**config.mk**
```make
export PLATFORM = sky130hd
export DESIGN_NAME = dmem_ctrl
export DESIGN_NICKNAME = d
export VERILOG_FILES = /design/src/rtl/dmem_pkg.sv /design/src/rtl/dmem_lane.sv /design/src/rtl/dmem_ctrl.sv
export SDC_FILE = /design/constraint.sdc
export NUM_CORES = 1
export LEC_CHECK = 0
export CORE_UTILIZATION = 44
export DETAILED_ROUTE_END_ITERATION = 6
export HOLD_SLACK_MARGIN = 0.15
export PLACE_DENSITY = 0.88
export SLEW_MARGIN = 40
export SYNTH_ARGS = -nofsm -noshare
export SYNTH_HDL_FRONTEND = slang
export SYNTH_SLANG_ARGS = --single-unit
```
**constraint.sdc**
```tcl
create_clock -name clk -period 5.1 [get_ports clk]
set_input_delay 0.51 -clock clk [delete_from_list [all_inputs] [get_ports clk]]
set_output_delay 0.51 -clock clk [all_outputs]
set_load 0.01 [all_outputs]
```
**src/rtl/dmem_pkg.sv**
```systemverilog
// dmem_pkg: shared types for the data-memory controller.
// State encoding, access size codes and alignment helper.
package dmem_pkg;

  typedef enum logic [1:0] {
    ST_IDLE = 2'd0,
    ST_REQ  = 2'd1,
    ST_DONE = 2'd2
  } state_e;

  localparam logic [1:0] SIZE_BYTE = 2'b00;
  localparam logic [1:0] SIZE_HALF = 2'b01;
  localparam logic [1:0] SIZE_WORD = 2'b10;

  // size 2'b11 behaves as a word access
  function automatic logic misaligned(
    input logic [1:0] size,
    input logic [1:0] off
  );
    if (size == SIZE_BYTE) return 1'b0;
    if (size == SIZE_HALF) return off[0];
    return (off != 2'b00);
  endfunction

endpackage

```
**src/rtl/dmem_lane.sv**
```systemverilog
// dmem_lane: big-endian lane steering for stores and loads.
// Byte enables, store replication, load extract/extend.
module dmem_lane
  import dmem_pkg::*;
(
  input  logic [1:0]  size_i,
  input  logic        sign_i,
  input  logic [1:0]  off_i,
  input  logic [31:0] wdata_i,
  input  logic [31:0] rdata_i,
  output logic [3:0]  be_o,
  output logic [31:0] wdata_o,
  output logic [31:0] rdata_o
);

  logic [7:0]  byte_v;
  logic [15:0] half_v;

  // offset 0 lives in bits 31:24
  always_comb begin
    byte_v = rdata_i[31:24];
    case (off_i)
      2'd0:    byte_v = rdata_i[31:24];
      2'd1:    byte_v = rdata_i[23:16];
      2'd2:    byte_v = rdata_i[15:8];
      default: byte_v = rdata_i[7:0];
    endcase
    half_v = off_i[1] ? rdata_i[15:0]
                      : rdata_i[31:16];
  end

  // select enables, replicated data and extended result
  always_comb begin
    be_o    = 4'b1111;
    wdata_o = wdata_i;
    rdata_o = rdata_i;
    case (size_i)
      SIZE_BYTE: begin
        be_o    = 4'b1000 >> off_i;
        wdata_o = {4{wdata_i[7:0]}};
        rdata_o = {{24{sign_i & byte_v[7]}},
                   byte_v};
      end
      SIZE_HALF: begin
        be_o    = off_i[1] ? 4'b0011 : 4'b1100;
        wdata_o = {2{wdata_i[15:0]}};
        rdata_o = {{16{sign_i & half_v[15]}},
                   half_v};
      end
      default: begin
        be_o    = 4'b1111;
        wdata_o = wdata_i;
        rdata_o = rdata_i;
      end
    endcase
  end

endmodule

```
**src/rtl/dmem_ctrl.sv**
```systemverilog
// dmem_ctrl: MEM-stage load/store to req/ack bus bridge.
// Stalls the pipeline until the access completes.
module dmem_ctrl
  import dmem_pkg::*;
#(
  parameter int unsigned TIMEOUT = 255
) (
  input  logic        clk,
  input  logic        rst,
  input  logic        enable,
  input  logic        mem_read,
  input  logic        mem_write,
  input  logic [1:0]  mem_size,
  input  logic        mem_signed,
  input  logic [31:0] addr,
  input  logic [31:0] wdata,
  output logic [31:0] rdata,
  output logic        dmem_wait,
  output logic        bus_error,
  output logic        bus_req,
  output logic        bus_we,
  output logic [31:0] bus_addr,
  output logic [3:0]  bus_be,
  output logic [31:0] bus_wdata,
  input  logic        bus_ack,
  input  logic [31:0] bus_rdata
);

  localparam logic [15:0] TMO    = 16'(TIMEOUT);
  localparam logic        TMO_EN = (TIMEOUT != 0);

  state_e      state_q;
  logic [15:0] cnt_q;
  logic [1:0]  size_q;
  logic [1:0]  off_q;
  logic        sign_q;

  logic        access;
  logic        is_idle;
  logic        mis;
  logic [1:0]  l_size;
  logic [1:0]  l_off;
  logic        l_sign;
  logic [3:0]  l_be;
  logic [31:0] l_wdata;
  logic [31:0] l_rdata;

  assign access  = enable & (mem_read | mem_write);
  assign is_idle = (state_q == ST_IDLE);
  assign mis     = misaligned(mem_size, addr[1:0]);

  assign dmem_wait = (is_idle & access)
                   | (state_q == ST_REQ);

  // live request drives lanes in IDLE, latched one after
  assign l_size = is_idle ? mem_size   : size_q;
  assign l_off  = is_idle ? addr[1:0]  : off_q;
  assign l_sign = is_idle ? mem_signed : sign_q;

  dmem_lane u_lane (
    .size_i  (l_size),
    .sign_i  (l_sign),
    .off_i   (l_off),
    .wdata_i (wdata),
    .rdata_i (bus_rdata),
    .be_o    (l_be),
    .wdata_o (l_wdata),
    .rdata_o (l_rdata)
  );

  // access FSM with registered bus outputs
  always_ff @(posedge clk) begin
    if (rst) begin
      state_q   <= ST_IDLE;
      cnt_q     <= '0;
      size_q    <= SIZE_BYTE;
      off_q     <= 2'b00;
      sign_q    <= 1'b0;
      rdata     <= '0;
      bus_error <= 1'b0;
      bus_req   <= 1'b0;
      bus_we    <= 1'b0;
      bus_addr  <= '0;
      bus_be    <= '0;
      bus_wdata <= '0;
    end else begin
      case (state_q)
        ST_IDLE: begin
          if (access && mis) begin
            bus_error <= 1'b1;
            rdata     <= '0;
            state_q   <= ST_DONE;
          end else if (access) begin
            bus_req   <= 1'b1;
            bus_we    <= mem_write;
            bus_addr  <= {addr[31:2], 2'b00};
            bus_be    <= l_be;
            bus_wdata <= l_wdata;
            size_q    <= mem_size;
            off_q     <= addr[1:0];
            sign_q    <= mem_signed;
            cnt_q     <= '0;
            state_q   <= ST_REQ;
          end
        end
        ST_REQ: begin
          if (bus_ack) begin
            bus_req <= 1'b0;
            if (!bus_we) rdata <= l_rdata;
            state_q <= ST_DONE;
          end else if (TMO_EN && cnt_q == TMO) begin
            bus_req   <= 1'b0;
            bus_error <= 1'b1;
            rdata     <= '0;
            state_q   <= ST_DONE;
          end else begin
            cnt_q <= cnt_q + 16'd1;
          end
        end
        ST_DONE: state_q <= ST_IDLE;
        default: state_q <= ST_IDLE;
      endcase
    end
  end

endmodule

```
---- Yosys cells after proc, flatten, opt, wreduce, memory -nomap -nowiden ----
Cells that the tools add are included.
cells by class
  $add $sub $neg .......................... 1
  $mul .................................... 0
  div/mod/pow operators ................... 0
  magnitude comparators ................... 0
  equality and inequality tests ........... 15
  shift-type cells ........................ 1
  muxes and demuxes ....................... 40
  bitwise logic cells ..................... 7
  reductions and logical operators ........ 13
operator list
  kind                                                                     number
  32-bit case mux with 2 select lines                                      3
  32-bit two-way mux                                                       4
  16-bit two-way mux                                                       5
  16-bit case mux with 2 select lines                                      1
  8-bit case mux with 3 select lines                                       1
  16-bit by 1-bit adder with 16-bit output, second input constant          1
  16-bit by 8-bit == test with 1-bit output, second input constant         1
  1-bit two-way mux                                                        15
  2-bit two-way mux                                                        6
  4-bit AND reduction                                                      3
  2-bit by 1-bit == test with 1-bit output, second input constant          4
  2-bit logical NOT                                                        4
  2-bit inequality test, second input constant                             4
  4-bit case mux with 2 select lines                                       1
  3-bit by 2-bit inequality test with 1-bit output, second input constant  2
  5-bit AND reduction                                                      1
  1-bit bitwise AND                                                        4
  4-bit two-way mux                                                        1
  2-bit by 1-bit inequality test with 1-bit output, second input constant  2
  1-bit case mux with 2 select lines                                       2
  2-bit case mux with 2 select lines                                       1
  2-bit nonzero test                                                       2
  4-bit by 2-bit right shift with 4-bit output, first input constant       1
  3-bit inequality test, second input constant                             1
  6 further kinds                                                          7
word-level totals
  register bits after elaboration ......... 124
  latch bits .............................. 0
  RAM bits ................................ 0
  bits in read-only memories .............. 0
  bits of input ports ..................... 105
  output and inout bits ................... 104
  word-level logic and storage cells ...... 89
  memories ................................ 0

---- Longest topological paths before layout ----
  depth after elaboration ................. 9
  depth in mapped cells ................... 9
  gate-level depth less buffers ........... 6

---- By module ----
A second synthesis with hierarchy kept.
second synthesis, totals
  cell total of the unflattened synthesis .. 765
  area total of the unflattened synthesis .. 5930.7 µm²
modules (own cells, without submodules)
  module     times used  cells an instance  area an instance (µm²)  seq. area each (µm²)
  dmem_ctrl  1           597                4773.3                  2482.4
  dmem_lane  1           168                1157.4                  0.0

---- Worst setup path before layout ----
No wires, ideal clock.
  path type ............................... register to register
  from .................................... reg cnt_q[12]
  to ...................................... reg rdata[16]
  library setup time ...................... 0.122 ns
  data arrival time ....................... 2.006 ns
  data required time ...................... 4.978 ns
  slack ................................... 2.972 ns
  cell stages (with the launch flop) ...... 7
  buffers on the path ..................... 1
  clock period less this slack ............ 2.128 ns
  path through ............................ dfxtp_1 or4_1 or2_1 o21a_4 o21a_4 buf_6 a221o_1
on the way
  longest elaborated chain between the ends .. 3
ends and longest elaborated chain
  item                                                        line              text
  from (decl)                                                 dmem_ctrl.sv:33   logic [15:0] cnt_q;
  from (signal assigned)                                      dmem_ctrl.sv:117  cnt_q <= cnt_q + 16'd1;
  16-bit by 8-bit == test with 1-bit output                   dmem_ctrl.sv:111  end else if (TMO_EN && cnt_q == TMO) begin
  3-bit by 2-bit inequality test with 1-bit output (no line)  --
  4-bit AND reduction (no line)                               --
  to (signal assigned)                                        dmem_ctrl.sv:109  if (!bus_we) rdata <= l_rdata;
  to (decl)                                                   dmem_ctrl.sv:17   output logic [31:0] rdata,
No other way between the ends.
A chain may end at the register's enable or synchronous reset.

---- Final worst setup path ----
  from .................................... reg state_q[0]
  to ...................................... reg rdata[20]
on the way
  longest elaborated chain between the ends .. 9
  elaborated cells between the ends (all ways) .. 23
  classes of those cells .................. eq/ne: 7; mux: 9; bitwise: 2; reduce/logical: 5
ends and longest elaborated chain
  item                                         line                              text
  from (decl)                                  dmem_ctrl.sv:32                   state_e state_q;
  from (signal assigned)                       dmem_ctrl.sv:74                   state_q <= ST_IDLE;
  from (signal assigned)                       dmem_ctrl.sv:92                   state_q <= ST_DONE;
  from (signal assigned)                       dmem_ctrl.sv:103                  state_q <= ST_REQ;
  2-bit logical NOT                            dmem_ctrl.sv:49, dmem_ctrl.sv:87
  2-bit two-way mux                            dmem_ctrl.sv:57                   assign l_off = is_idle ? addr[1:0] : off_q;
  2-bit == test, or another cell as far along  dmem_lane.sv:22                   case (off_i)
  8-bit case mux with 3 select lines           dmem_lane.sv:22
  1-bit bitwise AND                            dmem_lane.sv:41                   rdata_o = {{24{sign_i & byte_v[7]}},
  32-bit case mux with 2 select lines          dmem_lane.sv:37                   case (size_i)
  32-bit two-way mux                           dmem_ctrl.sv:109
  32-bit two-way mux                           dmem_ctrl.sv:107                  if (bus_ack) begin
  32-bit case mux with 2 select lines          dmem_ctrl.sv:87                   case (state_q)
Several ways; a longest one is shown, not always the timed one. The select of a mux whose other input is x is not followed.

==> results.md <==
* DRC at 1
* Post-route insts no fill at 1008
* Nature of the critical path endpoint: flop
* DR pass1 iterations at 7
* Largest net degree at the start of global routing at 78
* ANT nets after route at 0
* # clock sinks at 124
* Nets at 933
* Status: finished, violations left
* Max_slew headroom at between 40% and 50%
* Die ar. at 12920 um2
* Critical Path RT at ~5.5 ns
* Startpoint types: flop
* Clock Tree Buf Depth at 2
* Seq/Total Area, Yosys at a little under half
* Vias per cell at 5.689
* Initial Utilization at 45.50%
* Most frequent cells in the layout: clkdlybuf4s50_1, nand2_1, dfxtp_1
* CTS tree: built
* Number of synthesized flops with an enable pin at 0
* Power after layout at 2.738 mW
* Setup WS pre-CTS at 2.018 ns
* Commonest non-fill, non-tap cell in the layout: clkdlybuf4s50_1
* Post-Syn Instances at between 600 and 700
* Post-synth top flop: dfxtp_1
* Final estimated routing congestion in global placement at 0.9171
* Port bufs at just over 200
* Layout area overhead at 50.09%
* Pwr Density at 332.4 nW/um2
* Grt ovf at 0
* Placed cell count at 976
* CTS H-tree lvls at 4
* Vias at around 5700
* Post-route core utilization at a little under 70%
* Number of library cell types mapped by synthesis at slightly above 60
* Unrepaired setup endpoints after global routing: no
* Min Tclk post-route at 2.786 ns
* First-pass GRT wire length at 26880 um
* Setup violators final at 0
* Synthesized flop and latch total at 124
* First DRT Iteration DRCs at 524
* Post-synth top area share at 45.23%
* Clk Latency, worst-skew pair at 0.41 ns
* Core footprint at 12060 um2
* DP HPWL at 12140 um
* Hold Vio Cnt, Final at 0
* Worst reg-to-reg setup slack at 2.31 ns
* Rows at 40
* Synth async-reset ratio at 0%
* Die width at 113.7 um
* Post-synth top area cell: dfxtp_1
* Synth area leaders: dfxtp_1, nand2_1, a21oi_1, a221o_1, nor2_1
* Diode count at 0
* Post-CTS Resized at 0
* Total number of yosys warnings at 0
* Io pins at 209
* Worst Hold Class: reg -> reg
* Hold Buf Count CTS at 0
* CP max FO at 17
* Post-Syn Area at 5488 um2
* Final Worst Setup Slack at 2.314 ns
* WL per Instance at 17.28 um
* Clock slew at reported path FFs at 0.06 ns
* Worst-margin pin slew at 0.8233 ns
* DIE HEIGHT at 113.7 um
* Clock root buffer master: clkbuf_16
* MaxCap Viol Count at 0
* Layout cells sized above 1 at 7.857%
* Fmax at 0.3590 GHz
* Mapped Avg Cell Area at 8.548 um2
* Fin Clk Skew at 0.006809 ns
* Fin Setup TNS at 0 ns
* Leakage power at between 2 and 3 nW
* Slew Limit Fails at 0
* Arrival @ worst endpoint at 3.13 ns
* Final worst-path cycle share at 54.62%
* Setup Fix Bufs, Post-CTS at 0
* Via count of the first global-routing pass at 5331
* Failing checks: design-rule violations
* CP Class: reg -> reg
* CTS buffer count at 17
* Drt total wl at 17420 um
* Gr usage total at between 20% and 30%
* Antenna violations before repair at 0
* Worst IR Drop VDD at 0.0003157 V
layer usage:
metal  vias to the layer above  global-route usage (%)  wire (um)
met3                        52                   6.429       1317
met1                      2670                   33.53       7003
met4                         0                   13.95        673
met5                         -                       0          0
met2                       282                   41.83       8424
li1                       2731                       -          -
worst max-delay path, cell delays in order (launching register included):
cell     delay (ns)
dfxtp_1        0.49
nor2_2         0.60
mux2_2         0.45
a211o_1        0.30
a31oi_2        0.66
a221o_1        0.21
synthesized netlist by cell type, types with 3 or more instances:
| master | instances |
|---|---|
| or3_1 | 3 |
| nor2_1 | 53 |
| xnor2_1 | 12 |
| a221oi_1 | 7 |
| nand2_1 | 124 |
| buf_2 | 11 |
| nor2b_1 | 8 |
| o211ai_1 | 3 |
| or4_1 | 3 |
| o22ai_1 | 9 |
| nor4_1 | 7 |
| o21ai_0 | 16 |
| nor3_1 | 8 |
| dfxtp_1 | 124 |
| mux2i_1 | 10 |
| nand3_1 | 6 |
| nand4_1 | 9 |
| a221o_1 | 23 |
| and3_1 | 3 |
| nor3b_1 | 3 |
| a211oi_1 | 19 |
| o21a_1 | 9 |
| a311oi_1 | 8 |
| inv_1 | 3 |
| clkbuf_1 | 32 |
| a32oi_1 | 8 |
| a21oi_1 | 59 |
| a222oi_1 | 7 |
| a21o_2 | 7 |
| buf_6 | 3 |
where the power goes:
group | switching (mW) | internal (mW)
Combinational | 0.229 | 0.213
Sequential | 0.0266 | 1.01
Clock | 0.431 | 0.827
Total | 0.687 | 2.05
final timing paths:
kind                from           to  cells after the start
max           state_q[0]    rdata[20]                      5
min          bus_addr[5]  bus_addr[5]                      2
max reg2reg   state_q[0]    rdata[20]                      5
min reg2reg  bus_addr[5]  bus_addr[5]                      2
layout make-up:
class | instances | area, um2
Clock inverter | 12 | 170.2
Timing Repair Buffer | 215 | 2125
Multi-Input combinational cell | 466 | 2791
Inverter | 3 | 11.26
Tap cell | 168 | 210.2
Fill cell | 922 | 3825
Clock buffer | 20 | 446.7
Sequential cell | 124 | 2482
logic make-up (layout without fill, tap and decap cells):
logic type,count (synthesis),in the layout,synth area share (%)
flip-flops,124,124,45.23
XOR/XNOR,12,12,1.915
multiplexers,12,12,2.234
AO/OA/AOI/OAI,196,196,25.76
AND/OR/NAND/NOR,243,243,20.13
other,1,2,0.06833
buffers and inverters,53,250,4.423
adder cells (fa/ha/maj),1,1,0.2280
state kept, by name, summed over array words and instances, names as in the netlist:
register   flops
bus_req        1
bus_addr      30
off_q          2
bus_be         4
bus_we         1
cnt_q         16
state_q        2
size_q         2
bus_wdata     32
sign_q         1
rdata         32
bus_error      1
metrics by stage:
step / hold slack [ns] / instance area (um2)
final: 0.4502 / 8237
after global routing: 0.4650 / 8237
after CTS: 0.4530 / 8223
after detailed placement: 0.4465 / 7606
after global placement: 0.4400 / 7601
after floorplan: 0.4338 / 5492
Power figures use the tool's default switching activity.
